`src/rtl/exu_seq.sv`:
```
// Execute-stage handshake sequencer: accepts IDU instructions, runs the iterative
// mul/div unit when needed, strobes result capture and hands results downstream.
module exu_seq #(
  parameter int TIMEOUT = 64,
  parameter int CNT_W   = 8
) (
  input  logic        i_clock,
  input  logic        i_reset,
  input  logic        i_in_valid,
  output logic        o_in_ready,
  input  logic        i_mdu_op,
  output logic        o_mdu_start,
  input  logic        i_mdu_done,
  output logic        o_mdu_kill,
  output logic        o_capture,
  output logic        o_out_valid,
  input  logic        i_out_ready,
  input  logic        i_jump,
  output logic        o_redirect,
  input  logic        i_flush,
  output logic        o_timeout,
  output logic [31:0] o_inst_cnt
);

  typedef enum logic [1:0] {IDLE, WAIT, DONE} state_t;

  state_t     state, state_n;
  logic [CNT_W-1:0] cnt, cnt_n;
  logic       accept, handoff, timeout_hit, in_wait;

  assign in_wait     = (state == WAIT);
  assign o_in_ready  = ~i_flush & ((state == IDLE) | ((state == DONE) & i_out_ready & ~i_jump));
  // Reset gates accept so no start/capture escapes while reset is held low.
  assign accept      = i_in_valid & o_in_ready & i_reset;
  assign o_out_valid = (state == DONE) & ~i_flush;
  assign handoff     = o_out_valid & i_out_ready;
  assign timeout_hit = in_wait & (cnt == CNT_W'(TIMEOUT)) & ~i_mdu_done;

  assign o_mdu_start = accept & i_mdu_op;
  assign o_capture   = (accept & ~i_mdu_op) | (in_wait & i_mdu_done & ~i_flush);
  assign o_redirect  = handoff & i_jump;
  assign o_mdu_kill  = in_wait & (i_flush | timeout_hit);

  always_comb begin
    // NOTE: defaults first so every path assigns state_n/cnt_n and no latch is inferred.
    state_n = state;
    cnt_n   = cnt;
    if (i_flush) begin
      state_n = IDLE;
    end else begin
      unique case (state)
        IDLE: if (accept) begin
          state_n = i_mdu_op ? WAIT : DONE;
          cnt_n   = '0;
        end
        WAIT: begin
          if (i_mdu_done)       state_n = DONE;
          else if (timeout_hit) state_n = IDLE;
          else                  cnt_n   = cnt + 1'b1;
        end
        DONE: begin
          if (handoff & accept) begin
            state_n = i_mdu_op ? WAIT : DONE;
            cnt_n   = '0;
          end else if (handoff) begin
            state_n = IDLE;
          end
        end
        default: state_n = IDLE;
      endcase
    end
  end

  // NOTE: sequential state uses non-blocking assignments only.
  always_ff @(posedge i_clock or negedge i_reset) begin
    if (!i_reset) begin
      state      <= IDLE;
      cnt        <= '0;
      o_timeout  <= 1'b0;
      o_inst_cnt <= '0;
    end else begin
      state <= state_n;
      cnt   <= cnt_n;
      if (timeout_hit & ~i_flush) o_timeout <= 1'b1;
      if (handoff) o_inst_cnt <= o_inst_cnt + 32'd1;
    end
  end

endmodule
```
`config.mk`:
```
export PLATFORM = sky130hd
export DESIGN_NAME = exu_seq
export DESIGN_NICKNAME = d
export VERILOG_FILES = /design/src/rtl/exu_seq.sv
export SDC_FILE = /design/constraint.sdc
export NUM_CORES = 1
export LEC_CHECK = 0
export ABC_AREA = 1
export CORE_AREA = 5 5 77 79
export DETAILED_ROUTE_END_ITERATION = 8
export DIE_AREA = 0 0 82 84
export DONT_BUFFER_PORTS = 1
export GPL_TIMING_DRIVEN = 0
export HOLD_SLACK_MARGIN = 0.08
export PLACE_DENSITY = 0.67
export SETUP_SLACK_MARGIN = 0.5
export SLEW_MARGIN = 20
export SYNTH_ARGS = -nofsm -noshare
export SYNTH_HDL_FRONTEND = slang
export SYNTH_SLANG_ARGS = --single-unit
```
`constraint.sdc`:
```
create_clock -name i_clock -period 3.6 [get_ports i_clock]
set_input_delay 1.08 -clock i_clock [delete_from_list [all_inputs] [get_ports i_clock]]
set_output_delay 1.08 -clock i_clock [all_outputs]
set_load 0.05 [all_outputs]
```
==> impl_results.md, run 1 <==
* First-pass GRT wire length at 11300 um
* Cell taking the most area after synthesis: dfrtp_1
* Initial Util at 0.534
* Finished Cell Area at 3030 um^2
* Clk_lat worst skew at 0.30 ns
* Initial antenna violation count at 0
* Critical path type: input pin to primary output
* CP max stage delay at 0.34 ns
* # rows at 27
* Worst EP required at 2.52 ns
* Worst reg-to-reg path cell count at 10
* Vias at 2524
* Number of flops mapped to enable cells by yosys at 0
* Clock tree root buffer cell: clkbuf_8
* CTS clk-pin slew, worst paths at 0.08 ns
* Worst-path fanout max at 10
* Hold-fix buffers, CTS at 0
* Asr flop ratio synth at 1.00
* Max Transition Viols Final at 0
* H-Tree Depth at 2
* Post-synth top cells: 187 x nand2_1, 63 x nor2_1, 43 x dfrtp_1
* Crit path DAT at 2.01 ns
* Relative slew margins at 0.366
* Synth-to-Final Area Change at 7.46%
* Grt total ovfl at 0
* Max Freq at 0.324 GHz
* Die Span Y at 84 um
* Via density at 4.97
* Max Cap Viol at 0
* Mapped Nets at 439
* Status: completed
* PortBufs at 0
* HP Class: input pin to async pin
* Wire per inst at 13.0 um
* GRT Total Usage at 0.210
* Die W at 82 um
* Power Density at 323 nW/um^2
* Max rail drop VDD at 0.250 mV
* Crit-path cells: nor2_4, nand3_4, clkbuf_1, nor2_4
* RSZ-0062 raised after global routing: yes
* Share of layout cells above drive strength 1 at 0.0826
* Netlist Area Pre-Place at 2820 um^2
* Hold slack at 0.462 ns
* Largest net degree at the start of global routing at 46
* Post-DP HPWL at 5040 um
* Post-DP Area at 2920 um^2
* Synth unique cells at 29
* Number of global-route vias before repair at 2501
* Finish-stage setup viols at 0
* Final WS setup at 0.510 ns
* Critical Path Stages at 4
* Most common cell on crit path: nor2_4
* Antenna-violating nets left at 0
* Critical Path Source Type: input pin
* CTS tree: yes
* Core ar. at 5270 um^2
* RD Place Congestion at 0.897
* Final Cycle Share at 0.858
* Slew @ Worst Pin at 0.947 ns
* Worst slack, placed at 0.355 ns
* CP Buf/Inv Count at 1
* Synth Warn # at 0
* # IOs at 47
* Syn Inst Count at 428
* FF+latch count, synth at 43
* Die ar. at 6890 um^2
* Worst-case clock buffer depth at 2
* 1st-pass router iterations at 5
* CP endpoint kind: primary output
* Seq/Total Area, Yosys at 0.382
* Critical-path top delay cell: nor2_4
* Final hold vios at 0
* Final core utilization at 0.574
* Setup_tns at 0 ns
* Cell with the most instances after synthesis: nand2_1
* Routed WL at 6590 um
* Pleak at 1.41 nW
* CTS sink cnt at 43
* Top FF cell, synth: dfrtp_1
* Total Nets Final at 446
* Worst clock skew at 0.0121 ns
* CTS buffer count at 5
* Ant diodes at 0
* Crit path max-delay family: simple AND/OR/NAND/NOR gates
* # DRC at 0
* Leading post-synthesis cells by cell area: dfrtp_1 38%, nand2_1 25%, nor2_1 8.4%
* Period minus WS final at 3.09 ns
* Post-synth top area share at 0.382
* DR iter-0 viols at 132
* Synth Area per Inst at 6.58 um^2
[cells by family after synthesis]
family / Yosys count / synth area share
and+or+nand+nor: 308 / 0.462
AOI/OAI and AO/OA: 10 / 0.0258
DFF: 43 / 0.382
xor gates and xnor gates: 17 / 0.0529
buffers and inverters: 47 / 0.0640
adders and majority gates: 3 / 0.0133
[power by group]
group | internal (mW) | switching, mW | total [mW]
clock | 0.136 | 0.172 | 0.307
combinational | 0.0258 | 0.0551 | 0.0809
sequential | 0.499 | 0.0900 | 0.589
total | 0.661 | 0.317 | 0.977
[state kept, by name, summed over array words and instances (netlist names)]
signal and count:
state 2, o_timeout 1, o_inst_cnt 32, cnt 8
[timing repair]
item,CTS,global route
endpoints found under the setup margin,2,3
resized for setup,2,2
pin swaps,0,0
setup buffers,0,0
[worst reg2reg max path, cell delays in order (launching register included)]
cell     delay, ns
dfrtp_1       0.73
ha_1          0.27
inv_1         0.07
nor2_1        0.10
nand2_1       0.14
nor2_1        0.30
nand2_1       0.09
nand2_1       0.06
nand2_1       0.06
nand2_1       0.05
nand2_1       0.05
[final timing paths]
| kind | start | endpoint | slack [ns] |
|---|---|---|---|
| worst max-delay path | i_flush | o_redirect | 0.51 |
| worst min-delay path | i_reset | o_inst_cnt[7] | 0.46 |
| worst max register to register | o_inst_cnt[0] | o_inst_cnt[30] | 1.57 |
| worst min register to register | cnt[4] | cnt[4] | 0.51 |
| max in group asynchronous | i_reset | cnt[5] | 3.03 |
| min in group i_clock | cnt[4] | cnt[4] | 0.51 |
[cell usage in the layout, fill, tap and decap left out, drive strengths merged]
cell type  netlist  routed
nand2          195     195
nor2            74      74
dfrtp           43      43
inv             43      43
nand3           31      31
xor2            12      12
clkbuf           1       7
xnor2            5       5
ha               3       3
clkinv           1       2
buf              2       2
a21oi            2       2
o21ai            2       2
nor3b            2       2
nor3             2       2
nand4            2       2
o22ai            2       2
nand3b           1       1
and2             1       1
a31oi            1       1
o21bai           1       1
o31ai            1       1
a21o             1       1
clkinvlp         0       1
[final cells by class]
type,count,area (um^2)
clock buffer,6,72.6
multi-input combinational,338,1600
sequential,43,1080
clock inverter,2,12.5
tap,72,90.1
fill,533,2240
buffer,3,13.8
inverter,44,166
[layer usage]
layer | GRT usage | routed length (um) | vias up
li1 | - | - | 1320
met1 | 0.241 | 2810 | 1147
met2 | 0.363 | 3310 | 48
met3 | 0.0670 | 368 | 9
met4 | 0.0650 | 96 | 0
met5 | 0 | 0 | -
[through the flow]
step,cells,power [mW]
final,508,0.977
after global routing,508,1.03
after CTS,508,0.987
after detailed placement,500,0.678
after global placement,500,0.677
after floorplan,428,0.658
No activity file was read; power rests on OpenSTA's default activity.
==> run 2: changes to the inputs <==
--- a/config.mk
+++ b/config.mk
@@ -12,7 +12,8 @@
 export DONT_BUFFER_PORTS = 1
 export GPL_TIMING_DRIVEN = 0
 export HOLD_SLACK_MARGIN = 0.08
-export PLACE_DENSITY = 0.67
+export MAX_ROUTING_LAYER = met4
+export PLACE_DENSITY = 0.7
 export SETUP_SLACK_MARGIN = 0.5
 export SLEW_MARGIN = 20
 export SYNTH_ARGS = -nofsm -noshare
==> run 2 against run 1 <==
Against the previous run:
- first-iteration DRC count is 9.8% lower
- setup slack gained 0.087 ns
- fmax is 2.9% higher
- register-to-register slack improved by 0.04 ns
- clock-buffer cell count unchanged
- final cell count increased by 0.39%
- combinational power rose by 2%
- critical path type unchanged
- largest power group unchanged
==> impl_results.md, run 2 (synthesis results as in run 1) <==
* Status: completed
* Die Span Y at 84 um
* Worst reg-to-reg path cell count at 10
* Critical Path Source Type: input pin
* Initial Util at 0.534
* Critical-path top delay cell: o22ai_4
* Critical R2R Capture: o_inst_cnt[30]
* Die W at 82 um
* Final hold vios at 0
* Crit path capture: o_capture
* Pleak at 1.44 nW
* RR Startpoint: o_inst_cnt[1]
* Grt total ovfl at 0
* Finish-stage setup viols at 0
* GRT busiest layer: met2
* Via density at 4.97
* Crit path DAT at 1.92 ns
* CTS tree: yes
* Met2 Resource Use GR at 0.356
* 1st-pass router iterations at 4
* Most common cell after layout, fill and taps aside: nand2_1
* RSZ-0062 raised after global routing: no
* Worst-case clock buffer depth at 2
* Die ar. at 6890 um^2
* Number of global-route vias before repair at 2373
* Worst-path fanout max at 4
* Crit-path cells: inv_1, nand2_1, nand2_1, nand3b_1, buf_4, o22ai_4
* CTS buffer count at 5
* Largest regs: o_inst_cnt x32, cnt x8, state x2
* Power Density at 347 nW/um^2
* Crit path from: i_jump
* CTS clk-pin slew, worst paths at 0.09 ns
* Most frequent cells in the layout: 187 x nand2_1, 61 x nor2_1, 43 x dfrtp_1, 42 x inv_1, 30 x nand3_1
* # IOs at 47
* Total Nets Final at 448
* Post-DP HPWL at 4990 um
* Max rail drop VDD at 0.163 mV
* # rows at 27
* First-pass GRT wire length at 10900 um
* Grt met3 use at 0.0454
* Antenna-violating nets left at 0
* Max FFs per register at 32
* Most common cell on crit path: nand2_1
* Slew @ Worst Pin at 0.946 ns
* Max Freq at 0.333 GHz
* CP max stage delay at 0.35 ns
* H-Tree Depth at 2
* Clk_lat worst skew at 0.30 ns
* GR met1 Demand/Resource at 0.231
* Core ar. at 5270 um^2
* Initial antenna violation count at 0
* Ant diodes at 0
* Final core utilization at 0.584
* Worst clock skew at 0.0105 ns
* Worst EP required at 2.52 ns
* RD Place Congestion at 0.915
* HP Class: input pin to async pin
* Critical path type: input pin to primary output
* Setup_tns at 0 ns
* Share of layout cells above drive strength 1 at 0.0913
* Routed WL at 6570 um
* Max Cap Viol at 0
* Clock tree root buffer cell: clkbuf_8
* Largest net degree at the start of global routing at 46
* Synth-to-Final Area Change at 9.20%
* Wire per inst at 12.9 um
* CTS sink cnt at 43
* Final Cycle Share at 0.834
* Relative slew margins at 0.367
* CP endpoint kind: primary output
* PortBufs at 0
* Vias at 2537
* FF-to-FF setup slack at 1.61 ns
* Max Transition Viols Final at 0
* GRT Total Usage at 0.207
* Top reg by flops: o_inst_cnt
* Period minus WS final at 3.00 ns
* # DRC at 0
* DR iter-0 viols at 119
==> run 2: repair_timing <==
item / CTS / global route
pin swaps: 0 / 3
resized for setup: 2 / 5
gates cloned: 0 / 0
endpoints found under the hold margin: 0 / 0
hold buffers: 0 / 0
setup endpoints to repair: 3 / 3
buffers inserted: 0 / 2
==> run 2: critical path, delay by kind of cell <==
family                 cells  cell delay [ns]
AO/OA/AOI/OAI              1             0.35
buffers and inverters      2             0.26
AND/OR/NAND/NOR            3             0.23
==> run 2: metal layers <==
layer  vias up  share of wire
met5         -              0
met4         0          0.020
met3        12          0.060
met2        57           0.50
met1      1136           0.42
li1       1332              -
==> run 2: where the power goes <==
group	internal [mW]	total, mW	switching, mW
clock network	0.225	0.396	0.171
registers	0.499	0.588	0.0886
logic	0.0275	0.0825	0.0550
==> run 2: how the worst min path moves through the flow <==
stage / endpoint / depth (start not counted) / start / slack, ns
6_report: o_inst_cnt[8] / 0 / i_reset / 0.46
5_1_grt: o_inst_cnt[8] / 0 / i_reset / 0.45
4_1_cts: o_inst_cnt[8] / 0 / i_reset / 0.46
3_5_place_dp: cnt[4] / 2 / cnt[4] / 0.49
3_3_place_gp: cnt[4] / 2 / cnt[4] / 0.48
2_1_floorplan: cnt[4] / 2 / cnt[4] / 0.46
==> run 2: area by class of cell <==
type	count	area, um^2
clock inverters	2	35.0
plain buffers	3	15.0
flip-flops and latches	43	1080
inverters	44	166
repair buffers	2	15.0
multi-input cells	338	1600
fillers	521	2190
well taps	72	90.1
clock buffers	6	82.6
==> run 2: metrics by stage <==
| step | power [mW] | hold slack (ns) | instances | area, um^2 | worst slack, ns |
|---|---|---|---|---|---|
| 3_5_place_dp | 0.677 | 0.493 | 500 | 2920 | 0.356 |
| 4_1_cts | 1.07 | 0.459 | 508 | 3050 | 0.438 |
| 6_report | 1.07 | 0.462 | 510 | 3080 | 0.597 |
| 5_1_grt | 1.11 | 0.446 | 510 | 3080 | 0.531 |
| 2_1_floorplan | 0.658 | 0.463 | 428 | 2830 | 0.525 |
| 3_3_place_gp | 0.676 | 0.485 | 500 | 2920 | 0.362 |
==> run 3: changes to the inputs <==
==> constraint.sdc (replaced) <==
create_clock -name i_clock -period 2.78 [get_ports i_clock]
set_input_delay 0.834 -clock i_clock [delete_from_list [all_inputs] [get_ports i_clock]]
set_output_delay 0.834 -clock i_clock [all_outputs]
set_load 0.05 [all_outputs]
==> run 3 against run 2 <==
Against the previous run:
- final cell count grew 1.4%
- worst hold slack lost 0.25 ns
- setup slack lost 0.23 ns
- clock skew shrank 0.00060 ns
==> impl_results.md, run 3 (synthesis results as in run 1) <==
* Post-DP HPWL at 5080 um
* CP endpoint kind: primary output
* Final Cycle Share at 0.868
* Clock tree root buffer cell: clkbuf_8
* Crit path DAT at 1.58 ns
* Final core utilization at 0.612
* Synth-to-Final Area Change at 14.5%
* Relative slew margins at 0.558
* Via density at 4.99
* Finish-stage setup viols at 0
* 1st-pass router iterations at 4
* Final hold vios at 0
* Max Freq at 0.414 GHz
* Slew @ Worst Pin at 0.662 ns
* Most frequent cells in the layout: 184 x nand2_1, 60 x nor2_1, 42 x dfrtp_1, 40 x inv_1, 29 x nand3_1
* Vias at 2579
* Worst reg-to-reg path cell count at 8
* Max rail drop VDD at 0.215 mV
* Die W at 82 um
* Pleak at 1.49 nW
* Die ar. at 6890 um^2
* RR Startpoint: o_inst_cnt[1]
* Worst-path fanout max at 45
* Core ar. at 5270 um^2
* H-Tree Depth at 2
* Period minus WS final at 2.41 ns
* Worst clock skew at 0.00991 ns
* Worst-case clock buffer depth at 2
* Post-DP Area at 2960 um^2
* GRT Total Usage at 0.222
* DR iter-0 viols at 117
* Critical Path Source Type: input pin
* Routed WL at 6620 um
* CTS sink cnt at 43
* Critical path type: input pin to primary output
* CTS clk-pin slew, worst paths at 0.09 ns
* HP Class: input pin to async pin
* # rows at 27
* RSZ-0062 raised after global routing: yes
* Max Cap Viol at 0
* RD Place Congestion at 0.967
* Top reg by flops: o_inst_cnt
* Wire per inst at 12.8 um
* Status: completed
* CTS tree: yes
* Finished Cell Area at 3230 um^2
* Total Nets Final at 455
* Power Density at 454 nW/um^2
* Grt total ovfl at 0
* First-pass GRT wire length at 11800 um
* Share of layout cells above drive strength 1 at 0.124
* # IOs at 47
* CTS buffer count at 5
* PortBufs at 0
* Initial Util at 0.534
* Initial antenna violation count at 0
* FF-to-FF setup slack at 0.76 ns
* Setup_tns at 0 ns
* Die Span Y at 84 um
* Number of global-route vias before repair at 2580
* Max FFs per register at 32
* Antenna-violating nets left at 0
* Ant diodes at 0
* Largest net degree at the start of global routing at 46
* Fillers at 534
* Most common cell after layout, fill and taps aside: nand2_1
* Max Transition Viols Final at 0
* Worst EP required at 1.95 ns
* # DRC at 0
* Clk_lat worst skew at 0.30 ns
* Largest regs: o_inst_cnt x32, cnt x8, state x2
* Critical R2R Capture: o_inst_cnt[24]
[run 3: worst max-delay path by stage]
stage / from / endpoint / slack [ns] / cells past startpoint
3_3_place_gp: i_flush / o_redirect / 0.17 / 4
5_1_grt: i_jump / o_capture / 0.33 / 5
6_report: i_reset / o_capture / 0.37 / 3
2_1_floorplan: i_flush / o_redirect / 0.33 / 4
3_5_place_dp: i_flush / o_redirect / 0.16 / 4
4_1_cts: i_flush / o_capture / 0.37 / 3
[run 3: critical path, stage by stage]
cell and delay (ns):
nand2_2 0.04, nand3b_1 0.29, o22ai_4 0.40
[run 3: what timing repair did]
action / CTS / global route
setup endpoints to repair: 4 / 5
setup buffers: 6 / 3
pin swaps: 7 / 3
gates resized for setup: 11 / 4
hold buffers: 0 / 0
[run 3: layer usage]
| layer | up-vias | wire length (um) | share of wire | track usage |
|---|---|---|---|---|
| met1 | 1148 | 2860 | 0.43 | 0.265 |
| met2 | 73 | 3280 | 0.50 | 0.364 |
| met3 | 10 | 337 | 0.051 | 0.0529 |
| li1 | 1348 | - | - | - |
| met4 | 0 | 142 | 0.021 | 0.0695 |
| met5 | - | 0 | 0 | - |
[run 3: power by group]
part           leakage, nW  switching (mW)  total, mW  internal, mW
Combinational        0.838          0.0739      0.115        0.0414
Clock               0.0644           0.229      0.587         0.358
Sequential           0.589           0.117      0.763         0.646
Total                 1.49           0.420       1.47          1.05
[run 3: cell type report]
class / count / area [um^2] / share of cell area
Clock buffer: 5 / 68.8 / 0.0213
Inverter: 44 / 196 / 0.0609
Timing Repair Buffer: 9 / 67.6 / 0.0209
Multi-Input combinational cell: 338 / 1630 / 0.506
Buffer: 3 / 25.0 / 0.00776
Clock inverter: 3 / 67.6 / 0.0209
Sequential cell: 43 / 1080 / 0.334
Tap cell: 72 / 90.1 / 0.0279
[run 3: metrics by stage]
stage | worst slack [ns] | hold slack, ns | cells | power (mW)
floorplan | 0.331 | 0.463 | 428 | 0.856
global placement | 0.172 | 0.480 | 500 | 0.882
detailed placement | 0.159 | 0.483 | 500 | 0.885
CTS | 0.366 | 0.204 | 514 | 1.48
global route | 0.326 | 0.190 | 517 | 1.53
finish | 0.366 | 0.215 | 517 | 1.47
